$ cat src/rtl/temp_bcd_conv.sv
// Raw DS18B20 temperature to three BCD digits (tens/units/tenths of degC).
// Define TEMP_ROUND_EN to round half-up to 0.1 degC; otherwise truncate.
module temp_bcd_conv #(
  parameter int RAW_W     = 12,
  parameter int FRAC_BITS = 4
) (
  input  logic             sys_clk,
  input  logic             sys_rst,
  input  logic             raw_valid,
  input  logic [RAW_W-1:0] raw_temp,
  output logic             conv_busy,
  output logic             conv_done,
  output logic             temp_upen,
  output logic [3:0]       temp_hun,
  output logic [3:0]       temp_ten,
  output logic [3:0]       temp_unit,
  output logic             temp_over,
  output logic             temp_under
);

  localparam int SW = RAW_W + 4;

`ifdef TEMP_ROUND_EN
  localparam logic [SW-1:0] RND = SW'(8);
`else
  localparam logic [SW-1:0] RND = '0;
`endif

  typedef enum logic [1:0] {
    S_IDLE,
    S_SCALE,
    S_SHIFT,
    S_DONE
  } state_t;

  state_t state, state_nxt;
  logic   accept;

  logic [RAW_W-1:0] raw_q;
  logic [9:0]       bin_q;
  logic [11:0]      bcd_q;
  logic [3:0]       cnt_q;
  logic             over_q;
  logic             under_q;

  logic [SW-1:0] mag;
  logic [SW-1:0] prod;
  logic [SW-1:0] tenths;
  logic [9:0]    val;
  logic          sc_over;
  logic          sc_under;
  logic [11:0]   bcd_adj;

  always_ff @(posedge sys_clk) begin
    if (sys_rst) state <= S_IDLE;
    else         state <= state_nxt;
  end

  // DONE doubles as an accept slot so back-to-back samples run every 12 cycles
  always_comb begin
    state_nxt = state;
    accept    = 1'b0;
    unique case (state)
      S_IDLE: begin
        if (raw_valid) begin
          accept    = 1'b1;
          state_nxt = S_SCALE;
        end
      end
      S_SCALE: state_nxt = S_SHIFT;
      S_SHIFT: begin
        if (cnt_q == 4'd9) state_nxt = S_DONE;
      end
      S_DONE: begin
        if (raw_valid) begin
          accept    = 1'b1;
          state_nxt = S_SCALE;
        end else begin
          state_nxt = S_IDLE;
        end
      end
      default: state_nxt = S_IDLE;
    endcase
  end

  always_comb begin
    mag      = SW'(raw_q);
    prod     = (mag << 3) + (mag << 1) + RND;
    tenths   = prod >> FRAC_BITS;
    val      = tenths[9:0];
    sc_over  = 1'b0;
    sc_under = 1'b0;
    if (raw_q[RAW_W-1]) begin
      val      = '0;
      sc_under = 1'b1;
    end else if (tenths > SW'(999)) begin
      val     = 10'd999;
      sc_over = 1'b1;
    end
  end

  always_comb begin
    bcd_adj = bcd_q;
    for (int i = 0; i < 3; i++) begin
      if (bcd_q[i*4 +: 4] >= 4'd5)
        bcd_adj[i*4 +: 4] = bcd_q[i*4 +: 4] + 4'd3;
    end
  end

  always_ff @(posedge sys_clk) begin
    if (sys_rst) begin
      raw_q      <= '0;
      bin_q      <= '0;
      bcd_q      <= '0;
      cnt_q      <= '0;
      over_q     <= 1'b0;
      under_q    <= 1'b0;
      conv_busy  <= 1'b0;
      conv_done  <= 1'b0;
      temp_upen  <= 1'b0;
      temp_hun   <= '0;
      temp_ten   <= '0;
      temp_unit  <= '0;
      temp_over  <= 1'b0;
      temp_under <= 1'b0;
    end else begin
      conv_done <= 1'b0;
      conv_busy <= (state == S_SCALE) || (state == S_SHIFT);
      if (accept) raw_q <= raw_temp;
      unique case (state)
        S_SCALE: begin
          bin_q   <= val;
          bcd_q   <= '0;
          cnt_q   <= '0;
          over_q  <= sc_over;
          under_q <= sc_under;
        end
        S_SHIFT: begin
          bcd_q <= {bcd_adj[10:0], bin_q[9]};
          bin_q <= {bin_q[8:0], 1'b0};
          cnt_q <= cnt_q + 4'd1;
        end
        S_DONE: begin
          temp_hun   <= bcd_q[11:8];
          temp_ten   <= bcd_q[7:4];
          temp_unit  <= bcd_q[3:0];
          temp_over  <= over_q;
          temp_under <= under_q;
          conv_done  <= 1'b1;
          temp_upen  <= 1'b1;
        end
        default: ;
      endcase
    end
  end

endmodule

$ cat config.mk
export PLATFORM = sky130hd
export DESIGN_NAME = temp_bcd_conv
export DESIGN_NICKNAME = d
export VERILOG_FILES = /design/src/rtl/temp_bcd_conv.sv
export SDC_FILE = /design/constraint.sdc
export NUM_CORES = 1
export LEC_CHECK = 0
export CAP_MARGIN = 20
export CORE_MARGIN = 3
export CORE_UTILIZATION = 25
export DETAILED_ROUTE_END_ITERATION = 10
export PLACE_DENSITY = 0.39
export SYNTH_ARGS = -nofsm -noshare
export SYNTH_HDL_FRONTEND = slang
export SYNTH_SLANG_ARGS = --single-unit
$ cat constraint.sdc
create_clock -name sys_clk -period 6.41 [get_ports sys_clk]
set_clock_uncertainty 0.05 [all_clocks]
set_input_delay 1.282 -clock sys_clk [delete_from_list [all_inputs] [get_ports sys_clk]]
set_output_delay 1.282 -clock sys_clk [all_outputs]
set_load 0.02 [all_outputs]
==> results.txt, run 1 <==
- Post-synth cell types: 54
* Register-to-register setup slack: 3.91 ns
- Boundary Pins: 32
- Via count: 2627
- Met3 routed WL: 226 µm
* # Post-CTS Setup Buffers: 0
- Global route total overflow: 0
- Dominant cell type by area after synthesis: dfxtp_1
- The H-tree generated during clock tree synthesis spans 3 levels.
* Category of the most critical setup path: reg2out
* Leakage dissipation: 0.001503 µW
* Critical Path End Type: primary output
- Count of yosys warnings during synthesis: 0
* Share of synthesized registers carrying an async set or reset: 0
- Power Density: 351.1 mW/mm²
- Counting along the longest clock path gives a buffer depth of 2.
- Post-CTS repair changed the size of 0 cells.
- Top post-synthesis cells by count: dfxtp_1 (59), nand2_1 (49), a21oi_1 (37)
* Highest-delay cell along the critical path: clkdlybuf4s50_1
- Of the cells placed in the final design, the portion with a size suffix greater than 1 is 0.07561.
* Maximum vdd drop: 0.1258 mV
- The detailed router used layers up to and including met4.
- End-of-flow core utilization: 0.3217
- In this run the cell area of the synthesized design comes to 0.003197 mm².
- The share of synthesized area in the top cell type comes to 0.3695.
- Syn_area_per_cell: 8.391 µm²
- The min-delay analysis places its worst path in the category reg2reg.
* Required time reported for the critical path endpoint: 5.08 ns
- Post-Route M1 WL: 3635 µm
- Number of maximum-capacitance constraint violations: 0
* Final Hold Fails: 0
* Count of flip-flops with a built-in enable after synthesis: 0
- Crit path buf inv count: 1
* Headroom to the max-slew limit: 0.3574
* Data arrival at the endpoint of the critical path: 1.26 ns
* Floorplan row count: 40
- Initial DRT Pass Iterations: 4
- At the pin with the least slew margin, the transition time is 0.9639 ns.
* Nets: 443
- Fmax: 386.1 MHz
- Clock tree root buffer cell: clkbuf_16
- For this run, the register share of the synthesized area comes to 0.3695.
- The max-slew violation count came to 0.
* Tightest hold margin: 0.4167 ns
- Antenna Cells: 0
- After the first detailed-routing iteration, the DRC count stood at 152.
- For this run, the total global-route usage over all layers was measured as 0.1099.
- Routed length on met2: 3381 µm
* Global-route wire length before repair: 12790 µm
- Crit-path leading delay family: buffers and inverters
- TritonCTS created 9 clock buffers.
- Cell with the most instances after synthesis: dfxtp_1
* Post-route antenna net violation count: 0
* Overall die width: 119.1 µm
* CTS tree: done
* Final critical-path required period: 2.590 ns
* Status: complete, no violations
- Measured along the y axis, the die boundary spans 119.1 µm.
- Total negative slack: 0 ns
- The synthesized design contains 59 register bits.
* Post-detailed-route DRC marker count: 0
- Global placement routability congestion: 0.7551
- The largest single stage delay on the critical path is 0.60 ns.
- Once detailed placement completed, the half-perimeter wirelength came to 5291 µm.
* Clock transition at the register clock pins on the worst setup and hold paths after CTS: 0.05 ns
- Die footprint: 0.01418 mm²
- Walking the worst path, the cells encountered are clkdlybuf4s50_1.
- Wire length after detailed routing: 7313 µm
* Setup repair after global routing missed its margin: no
- Clock tree synthesis found a total of 59 sinks.
- Yosys attributes the largest share of cell area to dfxtp_1 (37%), ha_1 (8.6%), a21oi_1 (5.8%).
- Period utilization: 0.4040
- Via count of the first global-routing pass: 2580
- Count of mapped cells out of synthesis: 381
- Starting utilization of the core area: 0.2607
- Synthesis-to-layout area growth: 23.40%
* Vias per Instance: 4.545
* Insertion delay to the later sink of the worst-skew pair: 0.32 ns
* Number of buffers added on ports: 31
- Crit path max fanout: 2
- Critical path launch point type: register
- Count of hold-fix buffers inserted at cts: 0
* Pin count of the biggest net entering global routing: 48
- Antenna violations before repair: 0
- Dividing the detail-routed wire length by the instance count gives 12.65 µm.
* CORE AREA: 0.01226 mm²
- Final count of negative-setup-slack endpoints: 0
- Synthesized netlist net count: 419
- Among all flip-flop cells after synthesis, the most frequent one is dfxtp_1.
layer usage:
| layer | global-route usage | vias up |
|---|---|---|
| met3 | 0.03561 | 5 |
| li1 | - | 1369 |
| met4 | 0.02607 | 0 |
| met5 | 0 | - |
| met2 | 0.1787 | 35 |
| met1 | 0.1413 | 1218 |
flip-flops by register name, indices dropped and copies added, names as in the netlist, 2 cells and up:
signal	cells
bcd_q	12
raw_q	12
temp_ten	4
temp_hun	4
temp_unit	4
cnt_q	4
state	2
bin_q	10
path summary, 6_finish.rpt:
kind              cells after the start          end   startpoint
setup / recovery                      1  temp_hun[1]  temp_hun[1]
hold / removal                        2    temp_upen    temp_upen
setup reg to reg                      9       over_q     raw_q[3]
hold reg to reg                       2    temp_upen    temp_upen
metrics by stage:
stage          power, µW  area (µm²)  setup WS [ns]  std cells
6_report            1385        3945          3.820        578
4_1_cts             1403        3934          3.668        577
3_5_place_dp       910.7        3628          3.316        561
3_3_place_gp       911.7        3628          3.365        561
5_1_grt             1493        3945          3.645        578
2_1_floorplan      806.1        3197          4.094        381
cell type report:
type	instances	area, µm²
fill	1338	8317
multi-input combinational	286	1864
sequential	59	1181
timing repair buffer	33	324.1
clock buffer	12	256.5
tap	168	210.2
inverter	16	60.06
clock inverter	4	48.80
report_power, final:
group          leakage [µW]  switching [µW]  internal (µW)
sequential         0.000478            38.1            416
clock              0.000153             161            321
combinational      0.000872             277            173
cell usage in the layout, fill, tap and decap left out, types with 2 or more instances in the layout:
cell	instances
nand4_1	3
nand2_1	49
nor2b_1	12
a22oi_1	2
ha_1	22
xor2_1	6
a21o_1	4
a21oi_2	3
clkinv_2	2
clkdlybuf4s50_1	30
mux2i_1	16
a21oi_1	37
clkbuf_16	9
o31ai_1	2
a31oi_1	5
nor3_1	4
o211ai_1	2
o211a_1	2
inv_1	16
nand3_1	10
o21ai_1	2
nor2_1	32
o21ai_0	25
nand2b_1	9
a311oi_1	4
xnor2_1	8
clkbuf_8	2
dfxtp_1	59
o21a_1	3
kinds of logic (layout without fill, tap and decap cells):
group,count (synthesis),count (layout),synth area share
flops,59,59,0.3695
xor+xnor,15,15,0.04345
compound gates,102,102,0.1980
buf+inv,36,65,0.04736
fa+ha+maj,23,23,0.09237
mux,18,18,0.05910
simple gates,128,128,0.1902
No activity file was read; power rests on OpenSTA's default activity.
==> inputs of run 2 (changes only) <==
Settings changed: PLACE_DENSITY 0.39 to 0.41.
Clock period 6.41 ns to 2.1 ns, I/O delays scaled along.
==> run 2 against run 1 <==
  * Final area increased by 14%
  * Flip-flop and latch count unchanged
  * Via count increased by 6.1%
  * Hold slack improved by 0.0044 ns
  * Highest routed layer unchanged
  * Register-to-register slack got worse by 4.0 ns
  * Clock power increased to 2.9 times the previous value
  * Sequential power increased to 3.1 times the previous value
  * The run now ends with negative setup slack left
  * Die area unchanged
  * First-iteration DRC count decreased by 6.6%
==> results.txt, run 2 (synthesis gave the netlist of run 1 again) <==
- Combinational fraction of design power: 0.397
* Slew of the pin with the lowest slew margin: 0.4429 ns
- 32 I/O pins were placed.
- Global-route wire length before repair: 13400 µm
* Worst min-delay path class: reg2reg
- Via count of the first global-routing pass: 2744
- Critical path launch point type: register
- Hold timing on the final database bottoms out at a slack of 0.4211 ns.
* Final Hold Fails: 0
* Synthesis-to-layout area growth: 40.20%
- The die covers 0.01418 mm².
* Status: complete, but fails checks
- Of the total power, the share spent switching nets is 0.3559.
* Clk network pwr share: 0.300
- The repair_antennas step left the layout with diodes totalling 0.
- TritonCTS Buffers: 9
- Clock transition at the register clock pins on the worst setup and hold paths after CTS: 0.05 ns
- Leaving out filler cells and counting taps, the final layout contains 622.
- Clock tree root buffer cell: clkbuf_16
* Global route total overflow: 0
- Summing over every cut layer, the via total after detailed routing is 2787.
- For this configuration, the core starts out at a cell density of 0.2607.
- Violated checks: negative setup slack
- Counting I/O delays and the setup requirement, the final critical path takes 2.141 ns.
* Category of the most critical setup path: reg2reg
- The layout has 1299 filler cells.
- Leakage dissipation: 0.001722 µW
- The floorplan step set the die height to 119.1 µm.
- Setup repair after global routing could not meet its margin everywhere.
- Period utilization: 1.019
* Logic depth of the worst register-to-register path: 8
* Cell area after layout: 0.004482 mm²
- At the end of the flow, the number of nets in the layout was 487.
- Register-to-register setup slack: -0.04 ns
- In the final layout, the share of cells above drive strength 1 is 0.2269.
- In this run the number of H-tree levels came out at 3.
- In the layout the commonest cells are dfxtp_1 (52), nand2_1 (49), buf_4 (45).
- Total global-route track usage: 0.1195
- Pin count of the biggest net entering global routing: 24
- For this design the total switching power over the nets is 1649 µW.
* Wire length after detailed routing: 8060 µm
- Required time reported for the critical path endpoint: 2.30 ns
- Power Density: 1034 mW/mm²
* Placement-stage cell area: 0.003945 mm²
- Data arrival at the endpoint of the critical path: 2.34 ns
- The first TritonRoute pass finished after 4 iterations.
- After floorplanning, the core was sized to cover 0.01226 mm².
- The critical path ends at over_q.
* Critical Path End Type: register
* Insertion delay to the later sink of the worst-skew pair: 0.34 ns
* Global placement routability congestion: 0.7706
- Iteration-0 DRC count of the detailed router: 142
- TritonCTS built the clock tree.
- Detailed placement finished with a half-perimeter wire length of 5882 µm.
* Sequential Power Share: 0.303
* Design internal power: 2984 µW
- Least setup slack across all paths after layout: -0.04078 ns
- Fmax: 467.1 MHz
* Overall die width: 119.1 µm
- Final count of negative-setup-slack endpoints: 5
- End-of-flow core utilization: 0.3655
- In the final routed layout, each cell accounts on average for 12.96 µm.
- Across the VDD grid, the largest voltage drop is 0.6220 mV.
- Number of buffers added on ports: 31
- Row generation in the floorplan step produced 40 rows.
- Antenna violations before repair: 0
- The worst register-to-register path ends at over_q.
- The longest clock path from root to sink contains 2 buffers.
- Commonest non-fill, non-tap cell in the layout: dfxtp_1
- Largest regs: bcd_q: 12 flops, raw_q: 12 flops, bin_q: 10 flops
- In this run the remaining antenna-violating nets after routing total 0.
* Vias per Instance: 4.481
* Number of placed instances with taps included: 602
- Along the worst path, the maximum fanout reaches 4.
- The max-slew violation count was 0.
- Post-detailed-route DRC marker count: 0
* Headroom to the max-slew limit: 0.7047
- Timing startpoint of the critical path: raw_q[4]
* Number of maximum-capacitance constraint violations: 0
- The worst register-to-register path begins at raw_q[4].
- Power comes to 4632 µW.
- Clock Sinks: 59
run 2: cell types whose count changed in the layout (fill, tap and decap cells not counted), moves of 4 or more:
cell / delta
o21ai_1: +5
dfxtp_1: -7
buf_4: +44
ha_4: +7
o21ai_2: +5
o21ai_0: -10
dfxtp_4: +4
ha_1: -7
run 2: metrics by stage:
| step | setup TNS [ns] | setup WS (ns) |
|---|---|---|
| CTS | -0.03475 | -0.03374 |
| global placement | -0.7893 | -0.1527 |
| detailed placement | -1.267 | -0.2067 |
| finish | -0.09084 | -0.04078 |
| global route | -1.217 | -0.1701 |
| floorplan | 0 | 0.01348 |
run 2: metal layers:
layer | up-vias | track usage | part of all wire
li1 | 1461 | - | -
met1 | 1269 | 0.1431 | 0.47
met2 | 42 | 0.1897 | 0.46
met3 | 15 | 0.04891 | 0.048
met4 | 0 | 0.04852 | 0.020
met5 | - | 0 | 0
run 2: final cells by class:
type | count | area [µm²] | area share
clock buffers | 12 | 256.5 | 0.05723
clock inverters | 4 | 25.02 | 0.005583
inverters | 16 | 60.06 | 0.01340
multi-input cells | 286 | 2062 | 0.4601
flip-flops and latches | 59 | 1200 | 0.2677
well taps | 168 | 210.2 | 0.04690
repair buffers | 77 | 668.1 | 0.1491
run 2: how the worst min path moves through the flow:
stage,startpoint,endpoint,slack [ns],depth (start not counted)
2_1_floorplan,bin_q[9],bcd_q[0],0.39,1
3_3_place_gp,temp_upen,temp_upen,0.40,2
3_5_place_dp,temp_upen,temp_upen,0.42,2
4_1_cts,temp_upen,temp_upen,0.43,2
5_1_grt,temp_ten[0],temp_ten[0],0.46,2
6_report,temp_upen,temp_upen,0.42,2
run 2: critical path, cell delays in order (launching register included):
cell	delay, ns
dfxtp_4	0.36
ha_4	0.29
nand4_1	0.14
a21oi_2	0.23
o21a_1	0.15
a21o_1	0.14
xor2_2	0.26
nand4_4	0.15
a311oi_2	0.28
run 2: repair_timing:
| item | 4_1_cts | 5_1_grt |
|---|---|---|
| pin swaps | 18 | 10 |
| hold buffers | 0 | 0 |
| setup buffers | 3 | 1 |
| cloned | 0 | 0 |
| gates resized for setup | 38 | 13 |
| setup endpoints to repair | 11 | 11 |
run 2: power groups by stage:
stage               Sequential [µW]  Combinational [µW]  Clock (µW)
floorplan                      1390                1070           0
global placement               1390                1680           0
detailed placement             1390                1690           0
CTS                            1410                1800        1440
global route                   1430                2050        1490
finish                         1400                1840        1390
==> inputs of run 3 (changes only) <==
Settings changed: CORE_UTILIZATION 25 to 51, PLACE_DENSITY 0.41 to 0.73.
==> run 3 against run 2 <==
  * The run still ends with negative setup slack left
  * Utilization is 34 points higher
  * Setup slack improved by 0.011 ns
  * Non-clock buffer count fell by 5
  * Count of clock-buffer cells in the layout shrank 2
  * Sequential share of layout area rose by 1.3 points
  * Global-route usage up 9.3 points
  * Critical path type unchanged
  * Largest cell class unchanged
==> results.txt, run 3 (synthesis gave the netlist of run 1 again) <==
- Summed over all cells, the static leakage comes to 0.001666 µW.
- DP Worst Slack: -0.1717 ns
* Die outline height: 85.17 µm
- Final Hold Fails: 0
- Least setup slack across all paths after layout: -0.02930 ns
* Critical Path End Type: register
* Via count of the first global-routing pass: 2705
- The worst pin sits at a relative slew slack of 0.7064.
* Floorplan row count: 28
- Cell area after layout: 0.004247 mm²
* Final Non-Filler Cells: 524
* Number of maximum-capacitance constraint violations: 0
* CORE AREA: 0.005991 mm²
* Insertion delay to the later sink of the worst-skew pair: 0.34 ns
* Maximum vdd drop: 0.8002 mV
* Clock Sinks: 59
- Counting tap cells, the placed design contains a total of 504 instances.
- Post-detailed-route wirelength per cell: 13.45 µm
- After detailed routing, the number of vias per cell comes to 5.414.
* Overall die width: 85.17 µm
- 32 I/O pins were placed.
* Total global-route track usage: 0.2121
- Setup repair after global routing missed its margin: yes
- CTS Buffer Depth: 2
* Number of slew-limit violations in the final report: 0
- Slew of the pin with the lowest slew margin: 0.4387 ns
* Violated checks: negative setup slack
- The critical path goes through ha_1, a21o_1, a21oi_1, o22a_2, mux2i_4, a41oi_1.
- Highest-delay cell along the critical path: ha_1
* Wire length after detailed routing: 7050 µm
* Final count of negative-setup-slack endpoints: 5
- Via count: 2837
* Data arrival at the endpoint of the critical path: 2.28 ns
- The H-tree generated during clock tree synthesis spans 3 levels.
* Fmax: 469.6 MHz
* Ratio of cells with drive above 1 in the final layout: 0.2272
- In the finished design, the share of the clock period the worst path needs comes to 1.014.
* Final critical-path required period: 2.129 ns
- The detail route stage leaves a number of antenna-violating nets equal to 0.
- Clock tree root buffer cell: clkbuf_8
- Global route total overflow: 0
* Post-DP HPWL: 5030 µm
* Placement-stage cell area: 0.003791 mm²
- TritonCTS Buffers: 9
- Global-route wire length before repair: 12410 µm
- Synthesis-to-layout area growth: 32.84%
- The run finished, with violations left.
* Nets: 482
- The initial utilization of the core area, before any placement, comes to 0.5336.
* Commonest cells after routing, fill and taps aside: dfxtp_1 (51), nand2_1 (49), buf_4 (40)
- The number of antenna diodes in the final layout is 0.
* Global placement routability congestion: 0.8553
- On the critical path the largest part of the delay comes from compound AO/OA/AOI/OAI gates.
- The worst setup path is launched from a register.
- After the first detailed-routing iteration, the DRC count stood at 100.
* Largest regs: bcd_q: 12 flops, raw_q: 12 flops, bin_q: 10 flops
- Die footprint: 0.007254 mm²
- Crit path largest cell delay: 0.39 ns
- The initial antenna violation count is 0.
* Crit path buf inv count: 0
- Crit path max fanout: 6
- After clock tree synthesis, the clock-pin slew on the worst setup and hold paths is 0.07 ns.
- The setup path with the least slack is of type reg2reg.
- The tightest min-delay check is of the reg2reg type.
- CTS tree: done
- The library cell used most frequently in the layout, excluding fill and tap cells, is dfxtp_1.
- Number of buffers added on ports: 31
* Power Density: 999.2 mW/mm²
- STA puts the critical path data required time at 2.25 ns.
- Entering global routing, the biggest net connects 26 pins.
- Post-detailed-route DRC marker count: 0
- In the final timing run, aggregate negative setup slack is -0.09256 ns.
* Initial DRT Pass Iterations: 4
[run 3: worst paths after layout]
path | cells past startpoint | slack [ns] | from | endpoint
setup / recovery | 6 | -0.03 | raw_q[8] | bin_q[0]
hold / removal | 2 | 0.42 | raw_q[3] | raw_q[3]
setup reg to reg | 6 | -0.03 | raw_q[8] | bin_q[0]
hold reg to reg | 2 | 0.42 | raw_q[3] | raw_q[3]
[run 3: what timing repair did]
action	CTS	global route
gates cloned	0	0
setup endpoints to repair	10	11
hold buffers	0	0
resized for setup	33	17
hold endpoints to repair	0	0
setup buffers	4	1
pin swaps	19	18
[run 3: per-layer routing]
metal	global-route usage	vias up	part of all wire
met2	0.3581	70	0.49
met4	0.06906	0	0.017
met5	0	-	0
met3	0.06699	14	0.048
met1	0.2561	1303	0.44
li1	-	1450	-
[run 3: report_power, final]
group | total, µW | switching, µW | internal, µW
clock network | 1050 | 467 | 579
registers | 1400 | 127 | 1280
logic | 1790 | 975 | 820
total | 4240 | 1570 | 2670
[run 3: cell type report]
type / count / area [µm²]
Inverter: 16 / 60.06
Timing Repair Buffer: 72 / 621.8
Fill cell: 461 / 1744
Clock inverter: 6 / 63.81
Sequential cell: 59 / 1194
Multi-Input combinational cell: 286 / 2076
Clock buffer: 10 / 137.6
Tap cell: 75 / 93.84
[run 3: metrics by stage]
stage | utilization | hold WS (ns) | total power (µW)
after global placement | 0.6328 | 0.3972 | 2950
after detailed placement | 0.6328 | 0.4133 | 2984
after floorplan | - | 0.3913 | 2461
after global routing | 0.7089 | 0.4464 | 4538
final | 0.7089 | 0.4220 | 4243
after CTS | 0.6978 | 0.4238 | 4172
[run 3: worst register-to-register path, cell delays in order, from the launching register on]
cell and delay (ns):
dfxtp_2 0.35, ha_1 0.39, a21o_1 0.21, a21oi_1 0.28, o22a_2 0.25, mux2i_4 0.31
a41oi_1 0.15
